$ cat config.mk
export PLATFORM = sky130hd
export DESIGN_NAME = pe_psum_acc_flat
export DESIGN_NICKNAME = d
export VERILOG_FILES = /design/src/rtl/pe_psum_acc_if.sv /design/src/rtl/pe_psum_acc.sv /design/src/flat_wrapper.sv
export SDC_FILE = /design/constraint.sdc
export NUM_CORES = 1
export LEC_CHECK = 0
export CORE_MARGIN = 2
export CORE_UTILIZATION = 40
export DETAILED_ROUTE_END_ITERATION = 6
export GPL_TIMING_DRIVEN = 0
export PLACE_DENSITY_LB_ADDON = 0.12
export SLEW_MARGIN = 20
export SYNTH_ARGS = -nofsm -noshare
export SYNTH_HDL_FRONTEND = slang
export SYNTH_SLANG_ARGS = --single-unit
$ cat constraint.sdc
create_clock -name clk -period 6.3 [get_ports clk]
set_input_delay 0.945 -clock clk [delete_from_list [all_inputs] [get_ports clk]]
set_output_delay 0.945 -clock clk [all_outputs]
set_load 0.05 [all_outputs]
$ cat src/rtl/pe_psum_acc_if.sv
// Job/beat/result handshake bundle for the PE partial-sum accumulator.
// Protocol: a transfer happens on a rising edge where valid & ready are both 1; once raised, valid and data hold until that transfer.
interface pe_psum_acc_if #(
  parameter int LEN_W = 8
);
  logic             start;
  logic [LEN_W-1:0] len;
  logic             in_valid;
  logic             in_ready;
  logic [31:0]      in_data;
  logic             out_valid;
  logic             out_ready;
  logic [31:0]      out_data;
  logic             ovf;
  logic             busy;

  modport master (
    output start, len, in_valid, in_data, out_ready,
    input  in_ready, out_valid, out_data, ovf, busy
  );

  modport slave (
    input  start, len, in_valid, in_data, out_ready,
    output in_ready, out_valid, out_data, ovf, busy
  );
endinterface

$ cat src/rtl/pe_psum_acc.sv
// Accumulates a job of LEN signed 32-bit add-tree beats into one partial sum with a sticky per-job overflow flag.
// Optional feature macro PE_PSUM_SAT_EN: saturate on signed overflow instead of wrapping modulo 2^32.
module pe_psum_acc #(
  parameter int LEN_W = 8
) (
  input  logic         clk,
  input  logic         rst_n,
  pe_psum_acc_if.slave bus,
  output logic [1:0]   state_dbg
);

  typedef enum logic [1:0] {
    IDLE = 2'd0,
    ACC  = 2'd1,
    OUT  = 2'd2
  } state_t;

  state_t           state;
  state_t           state_nxt;
  logic [LEN_W-1:0] cnt;
  logic [LEN_W-1:0] cnt_nxt;
  logic [31:0]      sum;
  logic [31:0]      sum_nxt;
  logic             ovf_q;
  logic             ovf_nxt;

  logic [32:0]      sum_ext;
  logic             add_ovf;
  logic [31:0]      add_res;

  // One extra sign bit makes the exact signed result visible; overflow is when the top two bits disagree.
  assign sum_ext = {sum[31], sum} + {bus.in_data[31], bus.in_data};
  assign add_ovf = sum_ext[32] ^ sum_ext[31];

`ifdef PE_PSUM_SAT_EN
  assign add_res = add_ovf ? (sum_ext[32] ? 32'h8000_0000 : 32'h7FFF_FFFF)
                           : sum_ext[31:0];
`else
  assign add_res = sum_ext[31:0];
`endif

  always_comb begin
    state_nxt = state;
    cnt_nxt   = cnt;
    sum_nxt   = sum;
    ovf_nxt   = ovf_q;
    unique case (state)
      IDLE: begin
        if (bus.start) begin
          cnt_nxt   = bus.len;
          sum_nxt   = '0;
          ovf_nxt   = 1'b0;
          state_nxt = (bus.len == '0) ? OUT : ACC;
        end
      end
      ACC: begin
        if (bus.in_valid) begin
          sum_nxt = add_res;
          ovf_nxt = ovf_q | add_ovf;
          cnt_nxt = cnt - LEN_W'(1);
          if (cnt == LEN_W'(1)) begin
            state_nxt = OUT;
          end
        end
      end
      OUT: begin
        if (bus.out_ready) begin
          state_nxt = IDLE;
        end
      end
      default: state_nxt = IDLE;
    endcase
  end

  always_ff @(posedge clk) begin
    if (!rst_n) begin
      state <= IDLE;
      cnt   <= '0;
      sum   <= '0;
      ovf_q <= 1'b0;
    end else begin
      state <= state_nxt;
      cnt   <= cnt_nxt;
      sum   <= sum_nxt;
      ovf_q <= ovf_nxt;
    end
  end

  // The sum register doubles as the result: it holds after the job until the next accepted start clears it.
  assign bus.in_ready  = (state == ACC);
  assign bus.out_valid = (state == OUT);
  assign bus.out_data  = sum;
  assign bus.ovf       = ovf_q;
  assign bus.busy      = (state != IDLE);
  assign state_dbg     = state;

endmodule

$ cat src/flat_wrapper.sv
// flat-port wrapper written by rule: the top's interface ports become plain ports
module pe_psum_acc_flat 
#(
  parameter int LEN_W = 8
)
  (clk, rst_n, state_dbg, bus_start, bus_len, bus_in_valid, bus_in_data, bus_out_ready, bus_in_ready, bus_out_valid, bus_out_data, bus_ovf, bus_busy);
  pe_psum_acc_if #(.LEN_W(LEN_W)) bus_i ();
  input  logic clk;
  input  logic rst_n;
  output logic [1:0] state_dbg;
  input wire logic [$bits(bus_i.start)-1:0] bus_start;
  input wire logic [$bits(bus_i.len)-1:0] bus_len;
  input wire logic [$bits(bus_i.in_valid)-1:0] bus_in_valid;
  input wire logic [$bits(bus_i.in_data)-1:0] bus_in_data;
  input wire logic [$bits(bus_i.out_ready)-1:0] bus_out_ready;
  output wire logic [$bits(bus_i.in_ready)-1:0] bus_in_ready;
  output wire logic [$bits(bus_i.out_valid)-1:0] bus_out_valid;
  output wire logic [$bits(bus_i.out_data)-1:0] bus_out_data;
  output wire logic [$bits(bus_i.ovf)-1:0] bus_ovf;
  output wire logic [$bits(bus_i.busy)-1:0] bus_busy;
  assign bus_i.start = bus_start;
  assign bus_i.len = bus_len;
  assign bus_i.in_valid = bus_in_valid;
  assign bus_i.in_data = bus_in_data;
  assign bus_i.out_ready = bus_out_ready;
  assign bus_in_ready = bus_i.in_ready;
  assign bus_out_valid = bus_i.out_valid;
  assign bus_out_data = bus_i.out_data;
  assign bus_ovf = bus_i.ovf;
  assign bus_busy = bus_i.busy;
  pe_psum_acc #(.LEN_W(LEN_W)) u_core (.clk(clk), .rst_n(rst_n), .bus(bus_i), .state_dbg(state_dbg));
endmodule
==> flow_metrics.tcl <==
set metrics [dict create \
    status "complete, no violations" \
    syn-num-nets 531 \
    cts_tree "done" \
    antenna_found_initial 0 \
    endpoint_kind "register" \
    cap_violations 0 \
    drt_iter0_drc 85 \
    synth-seq-area-share 0.2411 \
    switching_share 0.4028 \
    firstDrtPassIters 4 \
    final_max_slew_viol_count 0 \
    switchingPower_w 0.0003812 \
    grt_pass1_vias 3371 \
    synth_top_area_cell "dfxtp_1" \
    critical_path_peak_fanout 5 \
    synth_top_cell_area_share 0.2411 \
    cts_resized 0 \
    max-vdd-ir-drop_mv 0.08781 \
    die_h_microns 98.49 \
    synthesis.area_sq_mm 0.003571 \
    ctsHoldBuffers 0 \
    antenna_left 0 \
    hold_depth 2 \
    fp.dieW_microns 98.49 \
    clockBufferDepth 2 \
    fmax_mhz 287.2 \
    path_buf_inv 1 \
    grt_max_degree 14 \
    cp_top_family "compound AO/OA/AOI/OAI gates" \
    grt_use_total 0.1941 \
    synth_ff_type "dfxtp_1" \
    async_flop_share 0 \
    syn2layout_area_growth_pct 29.68 \
    initial_core_util 0.4115 \
    drive_gt1_frac 0.06285 \
    synth_edf_count 0 \
    syn_inst 451 \
    gp_congestion 0.8984 \
    reg2reg_slack_ps 3500 \
    cpMaxStageDelayCell "fa_1" \
    io_buffers 82 \
    power_density_mw_per_mm2 204.3 \
    setup_violations 0 \
    dp_hpwl_microns 7381 \
    startpoint_type "input pin" \
    hold_viol 0 \
    p_int_w 0.0005651 \
    whs_ps 471.8 \
    design.die.area_sq_mm 0.009699 \
    vias 3564 \
    cts_buffers 5 \
    utilization 0.5336 \
    clock_skew_ps 10.94 \
    synth.top_cells.by_area "dfxtp_1, ha_1, a21oi_1" \
    synth_seq_cells 43 \
    wl_microns 9616 \
    r2r-start "u_core.bus.out_data[0]" \
    cpPeakStageDelay_ps 440 \
    min-delay-start "u_core.bus.out_data[28]" \
    whs_endpoint "u_core.bus.out_data[28]" \
    synth_cell_type_count 60 \
    synth_area_per_cell_sq_um 7.918 \
    grt_overflow 0 \
    viasPerCell 5.492 \
    htreeDepth 2 \
    cp.required_ps 6480 \
    post_cts_buffers 0 \
    cts_sinks 43 \
    rsz0062_at_grt "false" \
    cts_root_buffer "clkbuf_8" \
    min-delay-path-class "register to register" \
    yosysWarningCount 0 \
    share_comb_of_total_power 0.448 \
    crit_chain "clkdlybuf4s50_1 -> ha_1 -> fa_1 -> a211oi_1 -> o211ai_1 -> nand4_1 -> a31oi_1 -> o22ai_1 -> o221ai_1 -> xnor2_1 -> o21ai_1" \
    worst-setup-path-type "input pin to register" \
    r2r_cells 10 \
    clk_pin_slew_ps 90 \
    setup-tns-final_ps 0 \
    core_sq_mm 0.008678 \
    synth_most_common_cell "nand2_1" \
    netlist_top_cells_count "nand2_1, dfxtp_1, a21oi_1" \
    fin_crit_sh 0.5526 \
    wl_per_cell_microns 14.82 \
    slew-limit-headroom 0.5927 \
    pin_count 83 \
    regToRegEndpoint "u_core.bus.out_data[26]" \
    grt_pass1_wl_microns 15680 \
    num_rows 34 \
    clk_latency_ps 300 \
    p_seq_frac 0.335 \
    antenna_cells 0 \
    tightest_slew_ps 611.0 \
    nNetsFinal 620 \
    pwr-share-clk 0.217 \
    min_period_ps 3481 \
    power_leakage_nw 1.864 \
    drc 0 \
    crit_arrival_ps 3670 \
]
==> power groups by stage <==
| stage | Combinational [W] | Sequential (W) | Clock [W] |
|---|---|---|---|
| floorplan | 0.000248 | 0.000370 | 0 |
| global placement | 0.000419 | 0.000322 | 0 |
| detailed placement | 0.000422 | 0.000323 | 0 |
| CTS | 0.000424 | 0.000317 | 0.000215 |
| global route | 0.000464 | 0.000320 | 0.000225 |
| finish | 0.000424 | 0.000317 | 0.000205 |
==> area by class of cell <==
class	count	area, sq um
multi-input combinational	375	2525
fill	929	4048
timing repair buffer	82	820.8
clock inverter	1	7.507
inverter	14	52.55
buffer	19	132.6
clock buffer	7	96.34
sequential	43	860.8
tap	108	135.1
==> registers in the layout, summed over array words and instances (netlist names) <==
register and flops:
u_core.bus.out_data 32, u_core.bus.ovf 1, u_core.cnt 8, u_core.state_dbg 2
==> tightest hold or removal path, cell delays in order (launching register included) <==
cell and delay [ps]:
dfxtp_1 340, nand2_1 50, o21ai_1 50
==> stage by stage <==
stage | setup slack [ps] | area [sq um] | power [W] | std cells
global placement | 2511 | 4527 | 0.0007415 | 641
global route | 2587 | 4631 | 0.001009 | 649
CTS | 2840 | 4631 | 0.0009559 | 649
finish | 2819 | 4631 | 0.0009463 | 649
floorplan | 3344 | 3571 | 0.0006189 | 451
detailed placement | 2526 | 4527 | 0.0007444 | 641
==> layout by cell type, fill, tap and decap left out, types with 2 or more instances in the layout <==
cell type	synthesis	final
o21bai_1	3	3
a211o_1	3	3
o21ai_2	2	2
xor2_1	13	13
and2_1	6	6
clkdlybuf4s50_1	0	82
o21ai_0	40	40
nor3b_1	4	4
and3_1	4	4
a31oi_1	8	8
a41oi_1	2	2
a21o_1	13	13
buf_4	2	2
ha_1	34	34
nand3_1	12	12
o211ai_1	5	5
o31ai_4	2	2
or4_1	3	3
a211oi_1	2	2
nand4_1	7	7
xnor2_1	17	17
nor2b_1	20	20
nand2_1	54	54
nor2_1	17	17
buf_6	3	3
inv_1	14	14
a22oi_1	16	16
a21oi_1	42	42
clkbuf_8	2	9
dfxtp_1	43	43
and3_2	2	2
o21ai_1	9	9
clkbuf_1	9	9
nor3_1	11	11
==> cell families (layout without fill, tap and decap cells) <==
kind of cell    Yosys count  after routing  share of synthesized area
mux                       1              1                   0.002803
fa+ha+maj                35             35                     0.1247
simple gates            150            150                     0.2155
xor+xnor                 30             30                    0.07358
flops                    43             43                     0.2411
compound gates          159            159                     0.2905
buf+inv                  33            123                    0.05185
==> routing by layer <==
metal  up-vias  wire length (microns)  track usage
li1       1822                      -            -
met1      1631                   4636       0.2737
met2       102                   4424       0.3161
met3         9                    460      0.02624
met4         0                     94      0.04636
met5         -                      0            0
==> how the worst max path moves through the flow <==
stage	startpoint	end	slack, ps	cells after the start
detailed placement	bus_in_data[0]	u_core.bus.out_data[26]	2530	11
global route	bus_in_data[0]	u_core.bus.out_data[26]	2590	11
global placement	bus_in_data[0]	u_core.bus.out_data[26]	2510	11
floorplan	bus_in_data[0]	u_core.bus.out_data[28]	3340	10
finish	bus_in_data[0]	u_core.bus.out_data[26]	2820	11
CTS	bus_in_data[0]	u_core.bus.out_data[26]	2840	11
No activity file was read; power rests on OpenSTA's default activity.
